--- src/rtl/fproc_meas_pkg.sv ---
// fproc_meas_pkg: shared state enum, request-mode constants and id-width helper for the measurement buffer.
package fproc_meas_pkg;
   typedef enum logic {IDLE, WAIT} state_t;
   localparam logic MODE_NEXT = 1'b0;
   localparam logic MODE_LATEST = 1'b1;
   function automatic int id_width(input int n);
      return ($clog2(n) + 1 > 1) ? $clog2(n) + 1 : 1;
   endfunction
endpackage

--- src/rtl/fproc_meas_core_fsm.sv ---
// fproc_meas_core_fsm: per-core request FSM serving one core from the shared measurement channels.
// Optional WAIT timeout is built only when FPROC_MEAS_TIMEOUT_EN is defined.
module fproc_meas_core_fsm
   import fproc_meas_pkg::*;
#(
   parameter int N_MEAS = 5,
   parameter int MEAS_WIDTH = 1,
   parameter int DATA_WIDTH = 32,
   parameter int TIMEOUT_CYCLES = 1024,
   parameter int ID_W = id_width(N_MEAS)
) (
   input  logic                         clk,
   input  logic                         reset_n,
   input  logic                         enable,
   input  logic                         mode,
   input  logic [ID_W-1:0]              id,
   input  logic [N_MEAS-1:0]            avail,
   input  logic [N_MEAS-1:0]            meas_valid,
   input  logic [N_MEAS*MEAS_WIDTH-1:0] meas,
   input  logic [N_MEAS*MEAS_WIDTH-1:0] meas_reg,
   output logic                         ready,
   output logic                         err,
   output logic [DATA_WIDTH-1:0]        data
);
   state_t state;
   logic [ID_W-1:0] addr;
   logic id_ok, id_avail, addr_valid, expired;
   logic [MEAS_WIDTH-1:0] id_stored, addr_live;
   // Loop muxes keep out-of-range ids from ever indexing the channel vectors.
   always_comb begin
      id_ok = 1'b0;
      id_avail = 1'b0;
      id_stored = '0;
      addr_valid = 1'b0;
      addr_live = '0;
      for (int j = 0; j < N_MEAS; j++) begin
         if (id == ID_W'(j)) begin
            id_ok = 1'b1;
            id_avail = avail[j];
            id_stored = meas_reg[j*MEAS_WIDTH +: MEAS_WIDTH];
         end
         if (addr == ID_W'(j)) begin
            addr_valid = meas_valid[j];
            addr_live = meas[j*MEAS_WIDTH +: MEAS_WIDTH];
         end
      end
   end
`ifdef FPROC_MEAS_TIMEOUT_EN
   localparam int CNT_W = TIMEOUT_CYCLES > 1 ? $clog2(TIMEOUT_CYCLES) : 1;
   logic [CNT_W-1:0] cnt;
   assign expired = state == WAIT && cnt == CNT_W'(TIMEOUT_CYCLES - 1);
   always_ff @(posedge clk) begin
      if (!reset_n || state != WAIT || addr_valid || expired) cnt <= '0;
      else cnt <= cnt + 1'b1;
   end
`else
   assign expired = 1'b0;
`endif
   always_ff @(posedge clk) begin
      if (!reset_n) begin
         state <= IDLE;
         addr <= '0;
         ready <= 1'b0;
         err <= 1'b0;
         data <= '0;
      end else begin
         ready <= 1'b0;
         err <= 1'b0;
         data <= '0;
         if (state == IDLE && enable) begin
            if (!id_ok) begin
               ready <= 1'b1;
               err <= 1'b1;
            end else if (mode == MODE_LATEST && id_avail) begin
               ready <= 1'b1;
               data <= DATA_WIDTH'(id_stored);
            end else begin
               addr <= id;
               state <= WAIT;
            end
         end else if (state == WAIT && (addr_valid || expired)) begin
            ready <= 1'b1;
            err <= !addr_valid;
            data <= addr_valid ? DATA_WIDTH'(addr_live) : '0;
            state <= IDLE;
         end
      end
   end
endmodule

--- src/rtl/fproc_meas_buf.sv ---
// fproc_meas_buf: captures measurement strobes and serves per-core NEXT/LATEST requests.
// Define FPROC_MEAS_TIMEOUT_EN to add the per-core WAIT timeout.
module fproc_meas_buf
   import fproc_meas_pkg::*;
#(
   parameter int N_CORES = 5,
   parameter int N_MEAS = N_CORES,
   parameter int MEAS_WIDTH = 1,
   parameter int DATA_WIDTH = 32,
   parameter int TIMEOUT_CYCLES = 1024,
   localparam int ID_W = id_width(N_MEAS)
) (
   input  logic                         clk,
   input  logic                         reset_n,
   input  logic [N_MEAS*MEAS_WIDTH-1:0] meas,
   input  logic [N_MEAS-1:0]            meas_valid,
   input  logic [N_CORES-1:0]           core_enable,
   input  logic [N_CORES*ID_W-1:0]      core_id,
   input  logic [N_CORES-1:0]           core_mode,
   output logic [N_CORES-1:0]           core_ready,
   output logic [N_CORES*DATA_WIDTH-1:0] core_data,
   output logic [N_CORES-1:0]           core_err
);
   logic [N_MEAS-1:0] avail;
   logic [N_MEAS*MEAS_WIDTH-1:0] meas_reg;
   always_ff @(posedge clk) begin
      if (!reset_n) begin
         avail <= '0;
         meas_reg <= '0;
      end else begin
         for (int j = 0; j < N_MEAS; j++) begin
            if (meas_valid[j]) begin
               avail[j] <= 1'b1;
               meas_reg[j*MEAS_WIDTH +: MEAS_WIDTH] <= meas[j*MEAS_WIDTH +: MEAS_WIDTH];
            end
         end
      end
   end
   for (genvar i = 0; i < N_CORES; i++) begin : g_core
      fproc_meas_core_fsm #(
         .N_MEAS(N_MEAS),
         .MEAS_WIDTH(MEAS_WIDTH),
         .DATA_WIDTH(DATA_WIDTH),
         .TIMEOUT_CYCLES(TIMEOUT_CYCLES),
         .ID_W(ID_W)
      ) u_fsm (
         .clk(clk),
         .reset_n(reset_n),
         .enable(core_enable[i]),
         .mode(core_mode[i]),
         .id(core_id[i*ID_W +: ID_W]),
         .avail(avail),
         .meas_valid(meas_valid),
         .meas(meas),
         .meas_reg(meas_reg),
         .ready(core_ready[i]),
         .err(core_err[i]),
         .data(core_data[i*DATA_WIDTH +: DATA_WIDTH])
      );
   end
endmodule

--- config.mk ---
export PLATFORM = sky130hd
export DESIGN_NAME = fproc_meas_buf
export DESIGN_NICKNAME = d
export VERILOG_FILES = /design/src/rtl/fproc_meas_pkg.sv /design/src/rtl/fproc_meas_core_fsm.sv /design/src/rtl/fproc_meas_buf.sv
export SDC_FILE = /design/constraint.sdc
export NUM_CORES = 1
export LEC_CHECK = 0
export ABC_AREA = 0
export CORE_UTILIZATION = 55
export DETAILED_ROUTE_END_ITERATION = 16
export DONT_BUFFER_PORTS = 1
export MAX_ROUTING_LAYER = met4
export PLACE_DENSITY_LB_ADDON = 0.12
export SLEW_MARGIN = 10
export SYNTH_ARGS = -nofsm -noshare
export SYNTH_HDL_FRONTEND = slang
export SYNTH_SLANG_ARGS = --single-unit
--- constraint.sdc ---
create_clock -name clk -period 2.1 [get_ports clk]
set_clock_uncertainty 0.1 [all_clocks]
set_input_delay 0.42 -clock clk [delete_from_list [all_inputs] [get_ports clk]]
set_output_delay 0.42 -clock clk [all_outputs]
set_load 0.03 [all_outputs]
# == Yosys cells after proc, flatten, opt, wreduce, memory -nomap -nowiden ==
# Index checks and enable logic that the tools add are counted.
# word_totals
regBits,205
in_bits,42
elab_cells,345
# classes
eq_ne,50
mux,205
bitwise,10
n_reduce_logical,45
# op_table
cell,n
32-bit 2-to-1 mux,15
1-bit 2-to-1 mux,190
4-bit by 2-bit == test with 1-bit output (second input constant),20
4-bit by 1-bit == test with 1-bit output (second input constant),10
4-bit by 3-bit == test with 1-bit output (second input constant),10
4-bit logical NOT,10
3-bit AND reduction,10
1-bit logical AND,15
2-bit by 1-bit != test with 1-bit output (second input constant),5
2-bit != test (second input constant),5
1-bit inverter,10
2-bit nonzero test,5
1-bit logical NOT,5

# == Logic depth before layout (Yosys ltp) ==
# Gate-level depths: netlist of the first run.
# depth
depth_word,10
ltp_mapped,7
ltp_nobuf,5

# == By module ==
# From an unflattened synthesis of the first run, not the netlist that was laid out.
# unflattened
hier_cells,471
area_unflattened_um2,4199.0
# by_module_without_submodules
module,instances,cells_per_inst,area_each_um2,seq_area_each_um2
fproc_meas_core_fsm,5,89,774.5,160.2
fproc_meas_buf,1,26,326.6,200.2

# == Worst setup path before layout of the first run ==
# Ideal clock, no wire load.
# synth_timing
path_type,input -> register
start,in core_id[14]
end,reg g_core[3].u_fsm.addr[3]
arrival_ns,1.498
required_ns,1.885
setup_slack_ns,0.387
stages,6
path_cell_list,buf_2 -> mux2_4 -> nand3b_1 -> and4_4 -> nand3b_4 -> and3_1
# synth_between
elab_chain_len,9
word_cells_on_any_way,18
# synth_lines
element,line,text
"start, declared",fproc_meas_buf.sv:18,"input logic [N_CORES*ID_W-1:0] core_id,"
4-bit logical NOT,fproc_meas_core_fsm.sv:37,if (id == ID_W'(j)) begin
1-bit 2-to-1 mux (5 in series),fproc_meas_core_fsm.sv:37,
1-bit logical AND,fproc_meas_core_fsm.sv:74,end else if (mode == MODE_LATEST && id_avail) begin
1-bit inverter (no source line),n/a,
3-bit AND reduction (no source line) (*),n/a,
"end signal, assigned",fproc_meas_core_fsm.sv:78,addr <= id;
"end, declared",fproc_meas_core_fsm.sv:26,logic [ID_W-1:0] addr;
# Every way passes the cells marked *; elsewhere a longest branch is shown, timed or not.
# A chain may end at the register's enable or synchronous reset.

# == Worst setup path after layout of the first run ==
# layout_timing
start,reg avail[4]
end,reg g_core[4].u_fsm.addr[3]
# layout_between
elab_chain_len,4
# layout_lines
element,line,text
"start, declared",fproc_meas_buf.sv:24,logic [N_MEAS-1:0] avail;
"start signal, assigned",fproc_meas_buf.sv:28,avail <= '0;
"start signal, assigned by index",fproc_meas_buf.sv:33,avail[j] <= 1'b1;
1-bit 2-to-1 mux,fproc_meas_core_fsm.sv:37,
1-bit logical AND,fproc_meas_core_fsm.sv:74,
1-bit inverter (no source line),n/a,
3-bit AND reduction (no source line),n/a,
"end signal, assigned",fproc_meas_core_fsm.sv:78,
"end, declared",fproc_meas_core_fsm.sv:26,
# Every way passes these cells.

==> results.py, run 1 <==
metrics = {
    "finish": {
        "top_register": "g_core.u_fsm.addr",
        "fill_cells": 717,
        "drive_above_1_share_pct": 6.22,
        "multiInputGateArea_um2": 2440,
        "largest_reg_flops": 20,
        "nets": 523,
        "areaGrowthSynthToFinish_pct": -12.9,
        "seqCellArea_um2": 1000,
        "final_area_um2": 3680,
        "antenna_cells": 0,
    },
    "cts": {
        "cts_hold_buf": 0,
        "clkSinkCount": 50,
        "htreeDepth": 2,
        "clk_transition_reported_paths_ps": 100,
        "clk_path_buf_depth": 2,
        "post_cts_resized": 0,
        "numCtsBuffers": 5,
        "postCtsSetupRepairBufs": 0,
        "cts_tree": "yes",
        "clock-root-buffer": "clkbuf_8",
        "clock_latency_ps": 310,
    },
    "route": {
        "dr.pass1.iters": 4,
        "viasPerCell": 4.83,
        "avgRoutedWirePerCell_um": 13.4,
        "drc": 0,
        "initialDrtViolationCount": 105,
        "vias": 2806,
        "wirelength_mm": 7.78,
        "route.antenna.remaining_nets": 0,
    },
    "grt": {
        "grt_antenna_before_repair": 0,
        "grt_pass1_vias": 2366,
        "grt_max_degree": 66,
        "grt_pass1_wl_mm": 11.7,
        "grtUsageTotal_pct": 20.3,
        "overflow": 0,
    },
    "timing": {
        "final.min_clock_period_ps": 1740,
        "period_share_pct": 82.8,
        "slew_viol_final": 0,
        "fmax_mhz": 575,
        "finalSetupTns_ps": 0,
        "setup_violations": 0,
        "rsz0062_at_grt": "no",
        "hold_viol": 0,
    },
    "critical_path": {
        "worstPathRequired_ps": 2220,
        "start_kind": "flip-flop",
        "crit_fanout": 7,
        "path_class": "reg2reg",
        "cp-end-kind": "flip-flop",
        "cp.arrival_ps": 1860,
    },
    "synthesis": {
        "seq_area_frac_synth_pct": 23.7,
        "synth_cell_types": 62,
        "ys_async_sr_fraction_pct": 0,
        "yosysTopAreaCell": "buf_4",
        "netlist_area_um2": 4230,
        "ys.flop_type": "dfxtp_1",
        "synth_top_area_share_pct": 29.5,
        "synth_edf_count": 0,
        "synth_cells": 504,
        "syn_avg_cell_area_um2": 8.39,
        "synth-seq-cells": 50,
        "ys.warnings.count": 0,
        "yosys-top-cells-area": "buf_4 (29%), dfxtp_1 (24%), mux2i_1 (10%)",
    },
    "floorplan": {
        "fp.dieW_um": 89.7,
        "core_area_um2": 7330,
        "dieArea_um2": 8040,
        "pin_count": 212,
        "rows": 31,
        "initial_utilization_pct": 57.7,
        "die_h_um": 89.7,
    },
    "placed_design": {
        "dp_hpwl_mm": 5.63,
        "numPortBuffers": 0,
        "place.gp.congestion": 0.816,
        "place_area_um2": 3590,
    },
    "run_status": {
        "status": "finished, final reports clean",
    },
    "min_path": {
        "hold_class": "in2reg",
    },
    "flow_run": {
        "maxCapViolations": 0,
    },
    "power": {
        "ir_drop_mv": 0.370,
        "p_leak_nw": 1.67,
        "power.total_mw": 2.30,
        "powerDensity_nw_per_um2": 626,
    },
}
report_power, final:
group	internal (mW)	total, mW	switching (mW)
combinational	0.146	0.614	0.467
sequential	0.994	1.09	0.0918
clock	0.267	0.604	0.338
final cells by class:
cell class                 count  area share, %
multi-input combinational    418           66.3
clock buffer                   7           2.35
inverter                       6          0.612
clock inverter                 1          0.136
sequential                    50           27.2
tap                           99           3.37
stage by stage:
stage	hold WS, ps	cells	util, %	setup WS, ps
floorplan	321	658	-	387
finish	109	581	50.2	362
global placement	334	573	49.0	379
global route	102	581	50.2	244
CTS	106	581	50.2	363
detailed placement	338	573	49.0	381
cell usage after synthesis (3+ instances only):
cell type and instances:
or2_1 6, buf_4 166, nand2_1 50, nand4b_1 3
clkbuf_1 7, and3_1 5, o21a_1 8, a21oi_1 9
buf_2 8, nand3_1 5, nor2_1 20, nor3_1 3
o22ai_1 7, mux2i_1 43, nor3b_1 8, mux4_2 5
o21ai_0 12, a31o_2 4, inv_1 6, nor2b_1 14
nand2b_1 8, a21boi_0 3, dfxtp_1 50, nand3b_1 7
worst max-delay path: stages, from the launching register on:
cell and delay [ps]:
dfxtp_1 450, nor4b_1 370, nor3b_1 120, and2_1 190, or2_1 250, and3_1 180
placed cells by master, fill, tap and decap left out, types with 2 or more instances in the layout:
cell type	synthesis	routed
a31o_2	4	4
o21ai_0	12	12
a21boi_1	2	2
nor2_1	20	20
conb_1	1	155
nand4b_1	3	3
nor3_1	3	3
o22ai_1	7	7
o22a_1	2	2
dfxtp_1	50	50
o21a_1	8	8
a2bb2oi_1	2	2
nand3_1	5	5
a21boi_0	3	3
a21oi_1	9	9
a31oi_1	2	2
nor3b_1	8	8
mux2_2	2	2
inv_1	6	6
nor2b_1	14	14
and3_1	5	5
o31ai_1	2	2
and4b_1	2	2
mux4_2	5	5
nand2_1	50	50
nand2b_1	8	8
clkbuf_8	0	6
nand3b_1	7	7
or4_1	2	2
or2_1	6	6
mux2i_1	43	43
logic make-up after synthesis:
family | after synthesis | share of synthesized area (%)
AND/OR/NAND/NOR | 146 | 19.2
other | 1 | 0.0887
buffers and inverters | 190 | 32.2
AO/OA/AOI/OAI | 66 | 11.0
flip-flops | 50 | 23.7
multiplexers | 51 | 13.7
path summary, 6_finish.rpt:
path | from | end | slack (ps) | cells after the start
max | avail[4]$_SDFFE_PN0P_ | g_core[4].u_fsm.addr[3]$_SDFFE_PN0P_ | 360 | 5
min | core_id[3] | g_core[0].u_fsm.data[0]$_SDFF_PN0_ | 110 | 1
max reg2reg | avail[4]$_SDFFE_PN0P_ | g_core[4].u_fsm.addr[3]$_SDFFE_PN0P_ | 360 | 5
min reg2reg | g_core[0].u_fsm.addr[3]$_SDFFE_PN0P_ | g_core[0].u_fsm.addr[3]$_SDFFE_PN0P_ | 350 | 2
routing by layer:
metal	vias up	global-route usage, %	share of wire [%]
met5	-	-	0
met4	0	5.77	1.3
met1	1298	23.8	41
met3	8	5.30	8.7
li1	1356	-	-
met2	144	34.1	49
Power figures use the tool's default switching activity.
==> run 2: changes to the inputs <==
Clock period 2.1 ns to 1.5 ns, I/O delays scaled along.
==> results.py, run 2 (same netlist as run 1, synthesis figures left out) <==
metrics = {
    "cts": {
        "clock_latency_ps": 320,
        "clkSinkCount": 50,
        "cts_tree": "yes",
        "clk_transition_reported_paths_ps": 110,
        "clock-root-buffer": "clkbuf_8",
        "numCtsBuffers": 5,
        "clk_path_buf_depth": 2,
        "htreeDepth": 2,
    },
    "route": {
        "dr.pass1.iters": 4,
        "drc": 0,
        "initialDrtViolationCount": 145,
        "route.antenna.remaining_nets": 0,
        "wirelength_mm": 8.95,
        "avgRoutedWirePerCell_um": 14.3,
        "vias": 2989,
        "viasPerCell": 4.79,
    },
    "critical_path": {
        "crit_fanout": 5,
        "cp_num_buf_inv": 1,
        "cp.arrival_ps": 1700,
        "worstPathRequired_ps": 1610,
        "path_cells": "buf_6 > mux2_4 > nand3b_1 > and4_4 > nand3b_4 > and3_4",
        "rr_worst_depth": 6,
        "r2r_setup_slack_ps": -90,
        "endpoint": "g_core[3].u_fsm.addr[3]$_SDFFE_PN0P_",
        "rr_endpoint": "g_core[3].u_fsm.addr[3]$_SDFFE_PN0P_",
        "crit_start": "avail[4]$_SDFFE_PN0P_",
        "crit-reg2reg-launch": "avail[4]$_SDFFE_PN0P_",
        "start_kind": "flip-flop",
        "cp-end-kind": "flip-flop",
        "crit_path_top_delay_cell": "dfxtp_2",
        "path_class": "reg2reg",
        "cpPeakStageDelay_ps": 350,
        "critical-path-top-delay-family": "simple AND/OR/NAND/NOR gates",
        "cp.depth": 6,
    },
    "min_path": {
        "hold_class": "in2reg",
        "hold_start": "core_id[4]",
    },
    "finish": {
        "top_register": "g_core.u_fsm.addr",
        "final_core_util_pct": 58.0,
        "multiInputGateArea_um2": 2610,
        "layout_commonest_cell": "conb_1",
        "areaGrowthSynthToFinish_pct": 0.592,
        "seqCellArea_um2": 1020,
        "largest_reg_flops": 20,
        "antenna_cells": 0,
        "drive_above_1_share_pct": 18.1,
        "nets": 566,
        "most-common-layout-cells": "conb_1 (155), nand2_1 (49), mux2i_1 (40)",
        "fill_cells": 703,
    },
    "run_status": {
        "violations": "setup timing",
        "status": "finished, violations left",
    },
    "power": {
        "power.total_mw": 3.38,
        "ir_drop_mv": 0.406,
        "powerDensity_nw_per_um2": 796,
        "p_leak_nw": 1.92,
    },
    "timing": {
        "fmax_mhz": 629,
        "hold_viol": 0,
        "slew_viol_final": 0,
        "hold_slack_ps": 7.16,
        "rsz0062_at_grt": "yes",
        "period_share_pct": 106,
        "setup_ws_ps": -90.0,
        "final.min_clock_period_ps": 1590,
        "setup_violations": 18,
    },
    "floorplan": {
        "die_h_um": 89.7,
        "fp.dieW_um": 89.7,
        "core_area_um2": 7330,
        "rows": 31,
        "pin_count": 212,
        "dieArea_um2": 8040,
        "initial_utilization_pct": 57.7,
    },
    "placed_design": {
        "dp_hpwl_mm": 6.13,
        "numPortBuffers": 0,
        "place.gp.congestion": 0.854,
    },
    "grt": {
        "grt_max_degree": 65,
        "grt_pass1_vias": 2659,
        "overflow": 0,
        "grtUsageTotal_pct": 22.8,
        "grt_antenna_before_repair": 0,
        "grt_pass1_wl_mm": 13.3,
    },
    "flow_run": {
        "maxCapViolations": 0,
    },
}
## run 2: cell types whose count changed in the layout (fill, tap and decap cells not counted), moves of 10 or more
cell	previous run	this run
dfxtp_1	50	37
dlygate4sd3_1	0	17
buf_4	0	24
dfxtp_2	0	10
## run 2: area by class of cell
| cell class | instances | area share (%) |
|---|---|---|
| Multi-Input combinational cell | 418 | 61.3 |
| Sequential cell | 50 | 24.1 |
| Timing Repair Buffer | 43 | 8.97 |
| Tap cell | 99 | 2.91 |
| Clock buffer | 5 | 1.62 |
| Clock inverter | 3 | 0.588 |
| Inverter | 6 | 0.530 |
## run 2: power by group
group	total [mW]	leakage [nW]	switching, mW	internal (mW)
combinational	1.04	1.46	0.722	0.319
clock	0.838	0.0447	0.500	0.338
sequential	1.50	0.415	0.110	1.39
total	3.38	1.92	1.33	2.05
## run 2: worst min-delay path by stage
stage / to / slack [ps] / cells after the start
after floorplan: g_core[0].u_fsm.data[0]$_SDFF_PN0_ / 300 / 1
after global placement: avail[4]$_SDFFE_PN0P_ / 310 / 1
after detailed placement: g_core[0].u_fsm.data[0]$_SDFF_PN0_ / 310 / 1
after CTS: g_core[0].u_fsm.ready$_SDFF_PN0_ / 0.4 / 1
after global routing: avail[2]$_SDFFE_PN0P_ / 6 / 1
final: g_core[1].u_fsm.addr[0]$_SDFFE_PN0P_ / 7 / 2
## run 2: metal layers
layer	wire (µm)	vias to the layer above	part of all wire, %	track usage, %
met4	96	0	1.1	6.49
met3	649	13	7.3	5.48
li1	-	1447	-	-
met1	3980	1386	44	29.5
met5	0	-	0	-
met2	4220	143	47	35.3
## run 2: worst reg2reg max path, delay by kind of cell (launching register included)
family                 cells  cell delay, ps
AND/OR/NAND/NOR            4             660
multiplexers               1             250
buffers and inverters      1             120
flip-flops                 1             350
## run 2: metrics by stage
stage	TNS, ps	std cells	setup slack [ps]	cell area, µm²
after floorplan	-23.3	658	-15.9	4880
after global placement	-639	595	-75.2	3800
after detailed placement	-1450	595	-106	3800
after CTS	-616	622	-118	4170
after global routing	-2520	624	-144	4250
final	-745	624	-90.0	4250
## run 2: what timing repair did
| action | 4_1_cts | 5_1_grt |
|---|---|---|
| buffers inserted | 4 | 2 |
| pin swaps | 10 | 9 |
| hold buffers | 15 | 2 |
| setup endpoints to repair | 30 | 34 |
| gates resized for setup | 23 | 19 |
| hold endpoints to repair | 12 | 2 |
